## config.mk

```make
export PLATFORM = sky130hd
export DESIGN_NAME = arbiter_rr_4
export DESIGN_NICKNAME = d
export VERILOG_FILES = /design/src/rtl/arbiter_rr_4_pkg.sv /design/src/rtl/arbiter_rr_4_dec.sv /design/src/rtl/arbiter_rr_4.sv
export SDC_FILE = /design/constraint.sdc
export NUM_CORES = 1
export LEC_CHECK = 0
export ABC_AREA = 1
export BUFFER_PORTS_ARGS = -buffer_cell sky130_fd_sc_hd__buf_4
export CORE_MARGIN = 2
export CORE_UTILIZATION = 45
export DETAILED_ROUTE_END_ITERATION = 6
export SYNTH_ARGS = -nofsm -noshare
export SYNTH_HDL_FRONTEND = slang
export SYNTH_SLANG_ARGS = --single-unit
```

## constraint.sdc

```tcl
create_clock -name clock -period 4.6 [get_ports clock]
set_input_delay 0.46 -clock clock [delete_from_list [all_inputs] [get_ports clock]]
set_output_delay 0.46 -clock clock [all_outputs]
set_load 0.01 [all_outputs]
```

## src/rtl/arbiter_rr_4_pkg.sv

```systemverilog
// Shared constants and helpers for the 4-way round-robin arbiter.
//   arb_state_e         : FSM encoding (IDLE = 0, OWN = 1)
//   TIMEOUT_CYC_DEFAULT : default maximum grant hold time in cycles
//   rr_pick()           : round-robin search, returns {found, index}
package arbiter_rr_4_pkg;

    typedef enum logic {
        ST_IDLE = 1'b0,
        ST_OWN  = 1'b1
    } arb_state_e;

    localparam int unsigned TIMEOUT_CYC_DEFAULT = 256;
    localparam int unsigned HOLD_CNT_W          = 16;
    // Pointer reset to 3 so that requester 0 is searched first.
    localparam logic [1:0]  LAST_RESET          = 2'd3;

    // Search order is last+1, last+2, last+3, last+4 (mod 4). The loop runs
    // from the farthest candidate down so the nearest hit overwrites the result.
    function automatic logic [2:0] rr_pick(input logic [3:0] req, input logic [1:0] last);
        logic [2:0] res;
        logic [1:0] cand;
        res = 3'b000;
        for (int k = 4; k >= 1; k--) begin
            cand = last + 2'(k);
            if (req[cand]) begin
                res = {1'b1, cand};
            end
        end
        return res;
    endfunction

endpackage

```

## src/rtl/arbiter_rr_4_dec.sv

```systemverilog
// 2-to-4 one-hot decoder with enable.
//   sel_i : binary select
//   en_i  : when low the output is all-zero
//   out_o : one-hot decode of sel_i
module Decoder_2to4 (
    input  logic [1:0] sel_i,
    input  logic       en_i,
    output logic [3:0] out_o
);

    always_comb begin
        out_o = 4'b0000;
        if (en_i) begin
            out_o[sel_i] = 1'b1;
        end
    end

endmodule

```

## src/rtl/arbiter_rr_4.sv

```systemverilog
// Four-requester round-robin arbiter with hold timeout.
//   clock    : sole clock, rising edge
//   reset    : synchronous, active-high
//   Req      : per-requester request, bit i = requester i
//   Done     : resource reports completion of the granted transaction
//   Grant    : one-hot grant, zero when no owner
//   GrantIdx : index of current or last owner
//   Busy     : high while a grant is held
//   Timeout  : one-cycle pulse when a grant is force-released
module arbiter_rr_4
    import arbiter_rr_4_pkg::*;
#(
    parameter int unsigned TIMEOUT_CYC = TIMEOUT_CYC_DEFAULT
) (
    input  logic       clock,
    input  logic       reset,
    input  logic [3:0] Req,
    input  logic       Done,
    output logic [3:0] Grant,
    output logic [1:0] GrantIdx,
    output logic       Busy,
    output logic       Timeout
);

    localparam logic [HOLD_CNT_W-1:0] HOLD_LAST = HOLD_CNT_W'(TIMEOUT_CYC - 1);

    arb_state_e            state_q, state_d;
    logic [1:0]            idx_q, idx_d;
    logic [1:0]            last_q, last_d;
    logic [HOLD_CNT_W-1:0] cnt_q, cnt_d;
    logic                  timeout_q, timeout_d;

    logic [2:0]            pick;
    logic                  owner_req;
    logic                  hold_expired;

    always_comb begin
        state_d      = state_q;
        idx_d        = idx_q;
        last_d       = last_q;
        cnt_d        = cnt_q;
        timeout_d    = 1'b0;
        pick         = rr_pick(Req, last_q);
        owner_req    = Req[idx_q];
        hold_expired = (cnt_q == HOLD_LAST);

        case (state_q)
            ST_IDLE: begin
                if (pick[2]) begin
                    state_d = ST_OWN;
                    idx_d   = pick[1:0];
                    cnt_d   = '0;
                end
            end
            ST_OWN: begin
                if (Done || !owner_req || hold_expired) begin
                    state_d   = ST_IDLE;
                    last_d    = idx_q;
                    // Done or abandon take precedence: flag only a pure timeout.
                    timeout_d = !Done && owner_req;
                end else if (cnt_q != '1) begin
                    cnt_d = cnt_q + 1'b1;
                end
            end
            default: begin
                state_d = ST_IDLE;
            end
        endcase
    end

    always_ff @(posedge clock) begin
        if (reset) begin
            state_q   <= ST_IDLE;
            idx_q     <= 2'd0;
            last_q    <= LAST_RESET;
            cnt_q     <= '0;
            timeout_q <= 1'b0;
        end else begin
            state_q   <= state_d;
            idx_q     <= idx_d;
            last_q    <= last_d;
            cnt_q     <= cnt_d;
            timeout_q <= timeout_d;
        end
    end

    assign Busy     = (state_q == ST_OWN);
    assign GrantIdx = idx_q;
    assign Timeout  = timeout_q;

    Decoder_2to4 u_grant_dec (
        .sel_i (idx_q),
        .en_i  (Busy),
        .out_o (Grant)
    );

endmodule

```

* Yosys cells after proc, flatten, opt, wreduce, memory -nomap -nowiden
Index checks and enable logic that the tools add are counted.
Storage, ports and cells: input port bits 7, output and inout port bits 8, register bits after elaboration 22
Cells by class: reductions and logical operators 10, order comparisons 6, equal/unequal tests 5, multiplexer cells 24, add/sub/neg operators 4, bitwise logic cells 2
Operator list (number):
- $mux 16 | 3
- $pmux 16 s2 | 1
- $add 16x1->16 const B | 1
- $eq 16x8->1 const B | 1
- $ne 16x16->1 const B | 1
- $lt 2x3->1 const B | 5
- $mux 3 | 4
- $bmux 1 s2 | 5
- $mux 1 | 8
- $add 2x2->2 const B | 2
- $mux 4 | 1
- $ne 2x2->1 const B | 2
- $reduce_and 2->1 | 2
- $reduce_and 3->1 | 1
- $reduce_or 3->1 | 1
- $add 2x1->2 const B | 1
- $demux 1 s2 | 1
- $ge 2x1->1 const B | 1
- $logic_and 1x1->1 | 2
- $logic_not 1->1 | 2
- $logic_or 1x1->1 | 2
- $ne 2x1->1 const B | 1
- $not 1->1 | 2
- $pmux 1 s2 | 1

* Longest topological paths before layout
Gate-level depths: netlist of run 1.
depth after elaboration 8, gate-level depth with buffers 12, mapped depth without buffers 12

* Modules after synthesis
From an unflattened synthesis of run 1, not the netlist that was laid out.
Second synthesis, totals: cells, all modules 267, area total of the unflattened synthesis 1636.6 µm²
By module, submodules not included:
- arbiter_rr_4 | cells each 259, area an instance 1606.5 µm², seq. area each 440.4 µm², times used 1
- Decoder_2to4 | cells each 8, area an instance 30.0 µm², seq. area each 0.0 µm², times used 1

* Least setup slack after synthesis of run 1
OpenSTA, ideal clock, no wires.
path type register -> register, start register cnt_q[0], end register cnt_q[15], stages on the path, launching flop included 12, data required time 4484 ps, setup slack 3085 ps, data arrival time 1399 ps, path buffers 1, period minus slack after synthesis 1515 ps, cell sequence dfxtp_1 > ha_1 > nand3_1 > inv_2 > nand2_2 > inv_2 > nand2_1 > nand3_2 > nand2_2 > buf_2 > a21oi_1 > nor2_1
On the way: word-level cells in the longest chain between the ends 4, elaborated cells between the ends (all ways) 10, classes of those cells add/sub (1); eq/ne (4); mux (3); reduce/logical (2)
Ends and longest elaborated chain:
- start: declaration | RTL line arbiter_rr_4.sv:30 | logic [HOLD_CNT_W-1:0] cnt_q, cnt_d;
- start signal: assignment | RTL line arbiter_rr_4.sv:82 | cnt_q <= cnt_d;
- $add 16x1->16 or $eq 16x8->1 (tied branches) | RTL line arbiter_rr_4.sv:62, arbiter_rr_4.sv:45
- $mux 16 or $logic_or 1x1->1 (tied branches) | RTL line arbiter_rr_4.sv:61, arbiter_rr_4.sv:56
- $mux 16 or $ne 2x2->1 (tied branches)
- $pmux 16 s2 or $reduce_and 3->1 (tied branches)
Several ways; a longest one is shown, not always the timed one. The select of a mux whose other input is x is not followed. A chain may end at the register's enable or synchronous reset.

* Worst setup path in the final report of run 1
Same ends and word-level chain as after synthesis.

==> results of run 1 <==
[stage by stage]
step | worst slack, ps | total power (W) | util | instances
2_1_floorplan | 3080 | 0.000362 | - | 268
3_3_place_gp | 2720 | 0.000397 | 0.486 | 323
3_5_place_dp | 2670 | 0.000397 | 0.486 | 323
4_1_cts | 2650 | 0.000516 | 0.497 | 326
5_1_grt | 2390 | 0.000554 | 0.497 | 326
6_report | 2640 | 0.000510 | 0.497 | 326
[cells in the mapped netlist (3+ instances only)]
| cell | n |
|---|---|
| nand3_2 | 4 |
| nand2_2 | 6 |
| nand2_1 | 74 |
| a21oi_2 | 9 |
| o21ai_0 | 4 |
| nand4_1 | 9 |
| nand3_1 | 34 |
| nor3_1 | 7 |
| dfxtp_1 | 22 |
| inv_2 | 3 |
| a21oi_1 | 10 |
| o21a_1 | 3 |
| nor2_1 | 33 |
| inv_1 | 27 |
[state kept, by name (all words and copies together) (netlist names)]
name,count
cnt_q,16
GrantIdx,2
last_q,2
Busy,1
Timeout,1
[power breakdown]
part	internal [W]	switching, W
combinational	0.0000591	0.000107
sequential	0.000203	0.0000222
clock	0.0000584	0.0000597
total	0.000321	0.000189
[area by class of cell]
class,instances,area (um2)
Tap cell,48,60.1
Multi-Input combinational cell,207,1020
Sequential cell,22,440
Fill cell,406,1810
Clock buffer,3,41.3
Inverter,32,125
Timing Repair Buffer,14,105
[worst max-delay path by stage]
stage | from | end | slack, ps | depth (start not counted)
2_1_floorplan | cnt_q[0]$_SDFFE_PP0P_ | cnt_q[15]$_SDFFE_PP0P_ | 3080 | 11
3_3_place_gp | cnt_q[0]$_SDFFE_PP0P_ | cnt_q[15]$_SDFFE_PP0P_ | 2720 | 11
3_5_place_dp | cnt_q[0]$_SDFFE_PP0P_ | cnt_q[15]$_SDFFE_PP0P_ | 2670 | 11
4_1_cts | cnt_q[0]$_SDFFE_PP0P_ | cnt_q[3]$_SDFFE_PP0P_ | 2650 | 11
5_1_grt | cnt_q[1]$_SDFFE_PP0P_ | cnt_q[3]$_SDFFE_PP0P_ | 2390 | 11
6_report | cnt_q[0]$_SDFFE_PP0P_ | cnt_q[15]$_SDFFE_PP0P_ | 2640 | 11
[worst max-delay path, cell delays in order (launching register included)]
cell     delay, ps
dfxtp_1        330
ha_1           260
nand3_1        120
inv_2           60
nand2_2         70
inv_2           40
nand2_1         70
nand3_2         70
nand2_2        350
nand2_4        230
o21ai_0        200
nor2_1          50
[cell usage in the layout (no fill, tap or decap)]
cell and instances:
and3_1 1, o211ai_1 2, nand2_2 6, nor2_2 2, a21oi_2 9, dfxtp_1 22
nand2_1 74, ha_1 1, clkbuf_8 3, nand3_2 4, nand3b_1 1, nor3_1 7
inv_2 3, nand2_4 1, nand3_1 34, a21oi_1 10, a31oi_1 1, inv_1 27
xor2_1 2, or2_2 1, and2_4 1, nor2_1 33, o21ai_1 1, nand4_1 9
o21ai_0 4, buf_4 14, inv_4 2, o21a_1 3
[routing by layer]
layer | track usage | part of all wire
met2 | 0.375 | 0.50
met3 | 0.0260 | 0.020
met5 | 0 | 0
met1 | 0.264 | 0.47
met4 | 0.0638 | 0.0095
[kinds of logic after synthesis]
kind of cell,count (synthesis)
AO/OA/AOI/OAI,30
XOR/XNOR,2
adder cells (fa/ha/maj),1
buffers and inverters,39
flip-flops,22
AND/OR/NAND/NOR,174
==> flow_summary_export.csv, run 1 <==
group,metric,value,unit
die,io_pins,15,
timing,fin_skew,1.32,ps
timing,post-route-period-util,0.426,
cts,cts_made_buffers,3,
routing,via_per_inst,5.08,
die,fp.dieH,64.7,um
synthesis,synth_edf_count,0,
setup_path,r2r_setup_slack,2640,ps
place,port_buffers,14,
worst_hold_path,holdPathEnd,"Timeout$_SDFF_PP0_",
setup_path,cp-end-kind,"flip-flop",
timing,tns,0,ps
final_layout,fin_nets,288,
grt,grtUsageTotal,0.211,
timing,grt_setup_unrepaired,"false",
cts,root_buffer,"clkbuf_8",
setup_path,cp.required,4760,ps
die,core_area,3610,um2
timing,setup_viol,0,
synthesis,synth_top_area_share,0.266,
setup_path,cp.arrival,2120,ps
synthesis,synth.top_cells.by_area,"dfxtp_1, nand2_1, nand3_1, nor2_1, inv_1",
synthesis,async_flop_share,0,
synthesis,yosysUniqueCellTypes,33,
routing,wl_per_cell,12.3,um
final_layout,diodes,0,
outcome,outcome,"finished, final reports clean",
synthesis,synth_top_family_by_area,"simple AND/OR/NAND/NOR gates",
routing,drt_wl_total,3990,um
routing,ant_nets,0,
timing,slew_viol_final,0,
setup_path,reg2reg_depth,11,
cts,cts_resized,0,
final_layout,drive_gt1_frac,0.165,
timing,hold_viol_final,0,
setup_path,worstReg2RegStart,"cnt_q[0]$_SDFFE_PP0P_",
synthesis,synth_nets,276,
routing,drc,0,
grt,antenna_found_initial,0,
worst_hold_path,holdPathStages,4,
timing,finalWorstPathRequiredPeriod,1960,ps
die,rows,22,
worst_hold_path,min_from,"Done",
cts,clockBufferDepth,2,
worst_hold_path,hold_path.class,"input pin to flip-flop",
pwr,leakagePower,0.734,nW
routing,drtPass1Iterations,4,
setup_path,critPathKind,"flip-flop to flip-flop",
place,hpwlAfterDp,2970,um
synthesis,synth_area_per_cell,6.18,um2
cts,clock_latency,260,ps
synthesis,ys_ff_latch,22,
synthesis,synth.yosys.warnings,0,
synthesis,syn_inst,268,
place,gp_congestion,0.801,
routing,drt_iter0_drc,94,
timing,max_slew_margin,0.702,
cts,numClockSinks,22,
cts,cts_tree,"built",
die,start_util,0.459,
synthesis,synth_top_cell_by_area,"dfxtp_1",
cts,htreeDepth,1,
synthesis,synth.area.mux_share,0,
synthesis,synth-seq-area-share,0.266,
die,die-area,4180,um2
grt,grt_pass1_vias,1534,
final_layout,area_delta_synth_final,8.23,%
setup_path,start_kind,"flip-flop",
synthesis,synthXorXnorAreaFrac,0.0106,
grt,grt_pass1_wl,6930,um
place,dpl_cell_area,1750,um2
synthesis,synth_top_flop_cell,"dfxtp_1",
timing,whs,486,ps
synthesis,synth_compound_area_frac,0.119,
synthesis,synth_area,1660,um2
grt,grt_overflow_total,0,
cts,postCtsSetupBuffers,0,
synthesis,synth-simple-area-share,0.479,
final_layout,fin_area,1790,um2
die,die_x,64.7,um
cts,cts_hold_buf,0,
pwr,ir_drop,141,uV
pwr,powerDensity,285,nW/um2
job,max_cap_violations,0,
routing,vias,1655,
timing,clock.fmax,0.510,GHz
timing,tightest_slew,446,ps
setup_path,r2r_end,"cnt_q[15]$_SDFFE_PP0P_",
grt,grt_max_degree,23,
setup_path,path_max_fanout,22,
cts,cts.clk_slew.worst_paths,80,ps
synthesis,synthAdderAreaFrac,0.00755,
Note: power is estimated with default switching activity, not from simulation.
==> run 2: changes to the inputs <==
--- a/config.mk
+++ b/config.mk
@@ -10,6 +10,7 @@
 export CORE_MARGIN = 2
 export CORE_UTILIZATION = 45
 export DETAILED_ROUTE_END_ITERATION = 6
+export PLACE_DENSITY = 0.66
 export SYNTH_ARGS = -nofsm -noshare
 export SYNTH_HDL_FRONTEND = slang
 export SYNTH_SLANG_ARGS = --single-unit
==> constraint.sdc (replaced) <==
create_clock -name clock -period 1.7 [get_ports clock]
set_input_delay 0.17 -clock clock [delete_from_list [all_inputs] [get_ports clock]]
set_output_delay 0.17 -clock clock [all_outputs]
set_load 0.01 [all_outputs]
==> run 2 against run 1 <==
Worst hold slack worse by 310 ps; fmax up 25%; sequential power rose to 2.6 times the previous value; critical path type unchanged; largest power group unchanged.
==> flow_summary_export.csv, run 2 (same netlist as run 1, synthesis figures left out) <==
group,metric,value,unit
final_layout,fin_nets,302,
pwr,ir_drop,427,uV
cts,clock_latency,270,ps
final_layout,final_cell_mix,"nand2_1, nand3_1, nor2_1",
routing,drt_iter0_drc,113,
grt,gr-usage-met2,0.384,
die,start_util,0.459,
pwr,p_int,0.000920,W
grt,met1_usage,0.264,
die,die-area,4180,um2
setup_path,cp.required,1910,ps
worst_hold_path,hold_path.class,"input pin to flip-flop",
timing,tightest_slew,283,ps
timing,slew_viol_final,0,
setup_path,cp-end-kind,"flip-flop",
pwr,power_switching,0.000549,W
routing,drt_wl_total,3960,um
die,fp.dieH,64.7,um
routing,ant_nets,0,
timing,max_slew_margin,0.811,
timing,hold_viol_final,0,
cts,clockBufferDepth,2,
timing,finalWorstPathRequiredPeriod,1570,ps
timing,grt_setup_unrepaired,"false",
routing,drc,0,
place,place_ws,82.7,ps
outcome,outcome,"finished, final reports clean",
grt,antenna_found_initial,0,
final_layout,largest_reg_flops,16,
timing,fin_skew,2.79,ps
routing,via_per_inst,5.16,
final_layout,area_delta_synth_final,17.1,%
timing,setup_viol,0,
place,hpwlAfterDp,3040,um
cts,root_buffer,"clkbuf_8",
die,rows,22,
cts,numClockSinks,22,
pwr,leakagePower,0.811,nW
cts,htreeDepth,1,
grt,met3_usage,0.0365,
routing,wl_per_cell,11.7,um
setup_path,crit_path_max_incr_delay,340,ps
pwr,swShare,0.374,
pwr,powerDensity,757,nW/um2
grt,grt_pass1_vias,1669,
final_layout,finish.utilization,0.538,
cts,cts_made_buffers,3,
setup_path,crit_slowest_cell,"dfxtp_2",
pwr,pwr-share-seq,0.407,
job,max_cap_violations,0,
place,port_buffers,14,
setup_path,path_max_fanout,7,
final_layout,drive_gt1_frac,0.243,
die,io_pins,15,
grt,busiest_layer,"met2",
grt,grt_max_degree,20,
setup_path,critPathKind,"flip-flop to flip-flop",
final_layout,seqCellArea,445,um2
final_layout,diodes,0,
routing,vias,1756,
routing,drtPass1Iterations,4,
final_layout,multi_input_area,1050,um2
final_layout,final_common_cell,"nand2_1",
grt,grtUsageTotal,0.216,
die,die_x,64.7,um
place,gp_congestion,0.859,
grt,grt_overflow_total,0,
setup_path,path_cells,"ha_1 -> nand3_1 -> inv_2 -> nand2_2 -> inv_2 -> nand2_1 -> nand3_2 -> nand2_4 -> buf_4 -> nand3_1 -> a21oi_2",
setup_path,cp.arrival,1770,ps
final_layout,fillerInstances,371,
final_layout,fin_cells,340,
cts,cts_tree,"built",
timing,clock.fmax,0.639,GHz
timing,tns,0,ps
final_layout,top_register,"cnt_q",
cts,cts.clk_slew.worst_paths,90,ps
pwr,combPwrFrac,0.361,
grt,grt_pass1_wl,7200,um
place,placed_cells,335,
die,core_area,3610,um2
timing,setup_ws,134,ps
setup_path,start_kind,"flip-flop",
timing,post-route-period-util,0.921,
pwr,clkPwrFrac,0.232,
run 2: cell types whose count changed in the layout (fill, tap and decap cells not counted), sizes merged:
cell / change
buf: +14
run 2: metal layers:
metal,vias to the layer above,wire length [um]
met2,22,1950
met1,804,1830
met5,-,0
met3,6,100
met4,0,81
li1,924,-
run 2: critical path: cells and delay by family (launching register included):
family | cells | cell delay (ps)
adders and majority gates | 1 | 210
AOI/OAI and AO/OA | 1 | 140
DFF | 1 | 340
and+or+nand+nor | 6 | 580
buffers and inverters | 3 | 260
run 2: worst paths after layout:
path	slack [ps]	cells past startpoint	from	endpoint
worst max register to register	130	11	cnt_q[0]$_SDFFE_PP0P_	cnt_q[13]$_SDFFE_PP0P_
worst min-delay path	180	4	Done	Timeout$_SDFF_PP0_
worst min register to register	480	2	cnt_q[1]$_SDFFE_PP0P_	cnt_q[1]$_SDFFE_PP0P_
worst max-delay path	130	11	cnt_q[0]$_SDFFE_PP0P_	cnt_q[13]$_SDFFE_PP0P_
run 2: stage by stage:
stage | hold WS (ps) | total power [W] | instance area (um2)
6_report | 180 | 0.00147 | 1940
5_1_grt | 210 | 0.00157 | 1940
4_1_cts | 176 | 0.00145 | 1880
3_5_place_dp | 462 | 0.00112 | 1840
3_3_place_gp | 464 | 0.00112 | 1840
2_1_floorplan | 239 | 0.000979 | 1660
run 2: power groups by stage:
stage	clock, W	sequential, W	combinational [W]
after floorplan	0	0.000605	0.000374
after global placement	0	0.000608	0.000510
after detailed placement	0	0.000608	0.000510
after CTS	0.000346	0.000596	0.000511
after global routing	0.000366	0.000605	0.000602
final	0.000341	0.000598	0.000530
run 2: cell type report:
class,count,share of cell area
multi-input combinational,207,0.542
sequential,22,0.230
timing repair buffer,28,0.110
inverter,32,0.0658
tap,48,0.0310
clock buffer,3,0.0213
run 2: repair_timing:
item | CTS | global route
setup endpoints to repair | 0 | 15
buffers inserted | 0 | 2
gates resized for setup | 0 | 16
hold buffers | 0 | 0
==> run 3: changes to the inputs <==
--- a/config.mk
+++ b/config.mk
@@ -7,10 +7,12 @@
 export LEC_CHECK = 0
 export ABC_AREA = 1
 export BUFFER_PORTS_ARGS = -buffer_cell sky130_fd_sc_hd__buf_4
+export CORE_ASPECT_RATIO = 0.9
 export CORE_MARGIN = 2
 export CORE_UTILIZATION = 45
 export DETAILED_ROUTE_END_ITERATION = 6
 export PLACE_DENSITY = 0.66
+export RECOVER_POWER = 25
 export SYNTH_ARGS = -nofsm -noshare
 export SYNTH_HDL_FRONTEND = slang
 export SYNTH_SLANG_ARGS = --single-unit
==> run 3 against run 2 <==
Clock-buffer cell count up 1; via count shrank 2.8%; global-route usage increased by 0.50 points; critical endpoint is now cnt_q[15]$_SDFFE_PP0P_.
==> flow_summary_export.csv, run 3 (same netlist as run 1, synthesis figures left out) <==
group,metric,value,unit
place,port_buffers,14,
pwr,total_power,0.00149,W
die,fp.dieH,61.6,um
job,max_cap_violations,0,
timing,slew_viol_final,0,
timing,hold_viol_final,0,
timing,clock.fmax,0.638,GHz
timing,setup_ws,132,ps
pwr,pwr-share-seq,0.410,
timing,tightest_slew,373,ps
worst_hold_path,hold_path.class,"input pin to flip-flop",
cts,clockBufferDepth,2,
die,io_pins,15,
final_layout,final_common_cell,"nand2_1",
timing,whs,192,ps
routing,drt_wl_total,4050,um
grt,antenna_found_initial,0,
routing,drc,0,
final_layout,area_delta_synth_final,14.4,%
final_layout,finish.utilization,0.549,
timing,max_slew_margin,0.751,
die,die-area,4180,um2
final_layout,final_cell_mix,"nand2_1, nand3_1, nor2_1",
cts,cts_resized,0,
die,rows,20,
timing,post-route-period-util,0.922,
pwr,ir_drop,384,uV
final_layout,top_register,"cnt_q",
cts,cts.clk_slew.worst_paths,80,ps
routing,vias,1706,
grt,grtUsageTotal,0.221,
final_layout,diodes,0,
setup_path,path_max_fanout,18,
routing,drt_iter0_drc,124,
setup_path,cp.required,1870,ps
cts,cts_hold_buf,0,
grt,grt_pass1_vias,1508,
pwr,power_switching,0.000552,W
cts,root_buffer,"clkbuf_8",
final_layout,fin_nets,298,
setup_path,cp.arrival,1740,ps
grt,grt_pass1_wl,7000,um
cts,htreeDepth,1,
routing,via_per_inst,5.12,
cts,clock_latency,270,ps
timing,setup_viol,0,
routing,wl_per_cell,12.1,um
place,place_ws,36.3,ps
cts,postCtsSetupBuffers,0,
timing,finalWorstPathRequiredPeriod,1570,ps
timing,fin_skew,6.67,ps
grt,grt_overflow_total,0,
pwr,clkPwrFrac,0.260,
place,gp_congestion,0.888,
routing,ant_nets,0,
die,die_x,68.0,um
pwr,p_int,0.000938,W
routing,drtPass1Iterations,4,
final_layout,drive_gt1_frac,0.211,
place,hpwlAfterDp,2980,um
final_layout,fin_cells,333,
setup_path,cp-end-kind,"flip-flop",
place,placed_cells,329,
setup_path,start_kind,"flip-flop",
pwr,leakagePower,0.785,nW
final_layout,largest_reg_flops,16,
cts,numClockSinks,22,
pwr,combPwrFrac,0.330,
cts,cts_tree,"built",
setup_path,critPathKind,"flip-flop to flip-flop",
grt,grt_max_degree,20,
pwr,powerDensity,786,nW/um2
pwr,swShare,0.370,
cts,cts_made_buffers,3,
die,core_area,3450,um2
outcome,outcome,"finished, final reports clean",
die,start_util,0.480,
run 3: changes by cell type in the layout (fill, tap and decap cells not counted), sizes merged:
cell,previous run,this run
clkbuf,3,8
buf,28,20
run 3: layout make-up:
cell class	instances	area, um2
clock buffers	4	55.1
multi-input cells	207	1040
flip-flops and latches	22	444
well taps	44	55.1
repair buffers	24	169
fillers	368	1560
inverters	32	128
run 3: through the flow:
stage / setup TNS [ps] / area, um2
after floorplan: 0 / 1660
after global placement: 0 / 1820
after detailed placement: 0 / 1820
after CTS: 0 / 1880
after global routing: -16.6 / 1900
final: 0 / 1900
run 3: worst max-delay path: stages, from the launching register on:
cell and delay [ps]:
dfxtp_2 360, buf_4 150, nand2_1 80, nand2_1 70, and2_4 150, nand3_2 70, nand2_2 80, inv_6 160
nand2_8 120, o21ai_0 170, nor2_1 50
run 3: final timing paths:
| path | startpoint | to | slack, ps | cells after the start |
|---|---|---|---|---|
| max reg2reg | last_q[0]$_SDFFE_PP1P_ | cnt_q[15]$_SDFFE_PP0P_ | 130 | 10 |
| min reg2reg | cnt_q[1]$_SDFFE_PP0P_ | cnt_q[1]$_SDFFE_PP0P_ | 480 | 2 |
| max | last_q[0]$_SDFFE_PP1P_ | cnt_q[15]$_SDFFE_PP0P_ | 130 | 10 |
| min | Done | Timeout$_SDFF_PP0_ | 190 | 4 |
run 3: power by group through the flow:
stage	clock [W]	sequential [W]	combinational [W]
global placement	0	0.000619	0.000486
global route	0.000426	0.000618	0.000547
floorplan	0	0.000605	0.000374
detailed placement	0	0.000618	0.000484
finish	0.000388	0.000611	0.000492
CTS	0.000400	0.000607	0.000486
run 3: per-layer routing:
layer	wire length, um	global-route usage	part of all wire
met5	0	0	0
met4	36	0.0600	0.0089
met3	192	0.0384	0.047
met2	1700	0.337	0.42
met1	2120	0.322	0.52
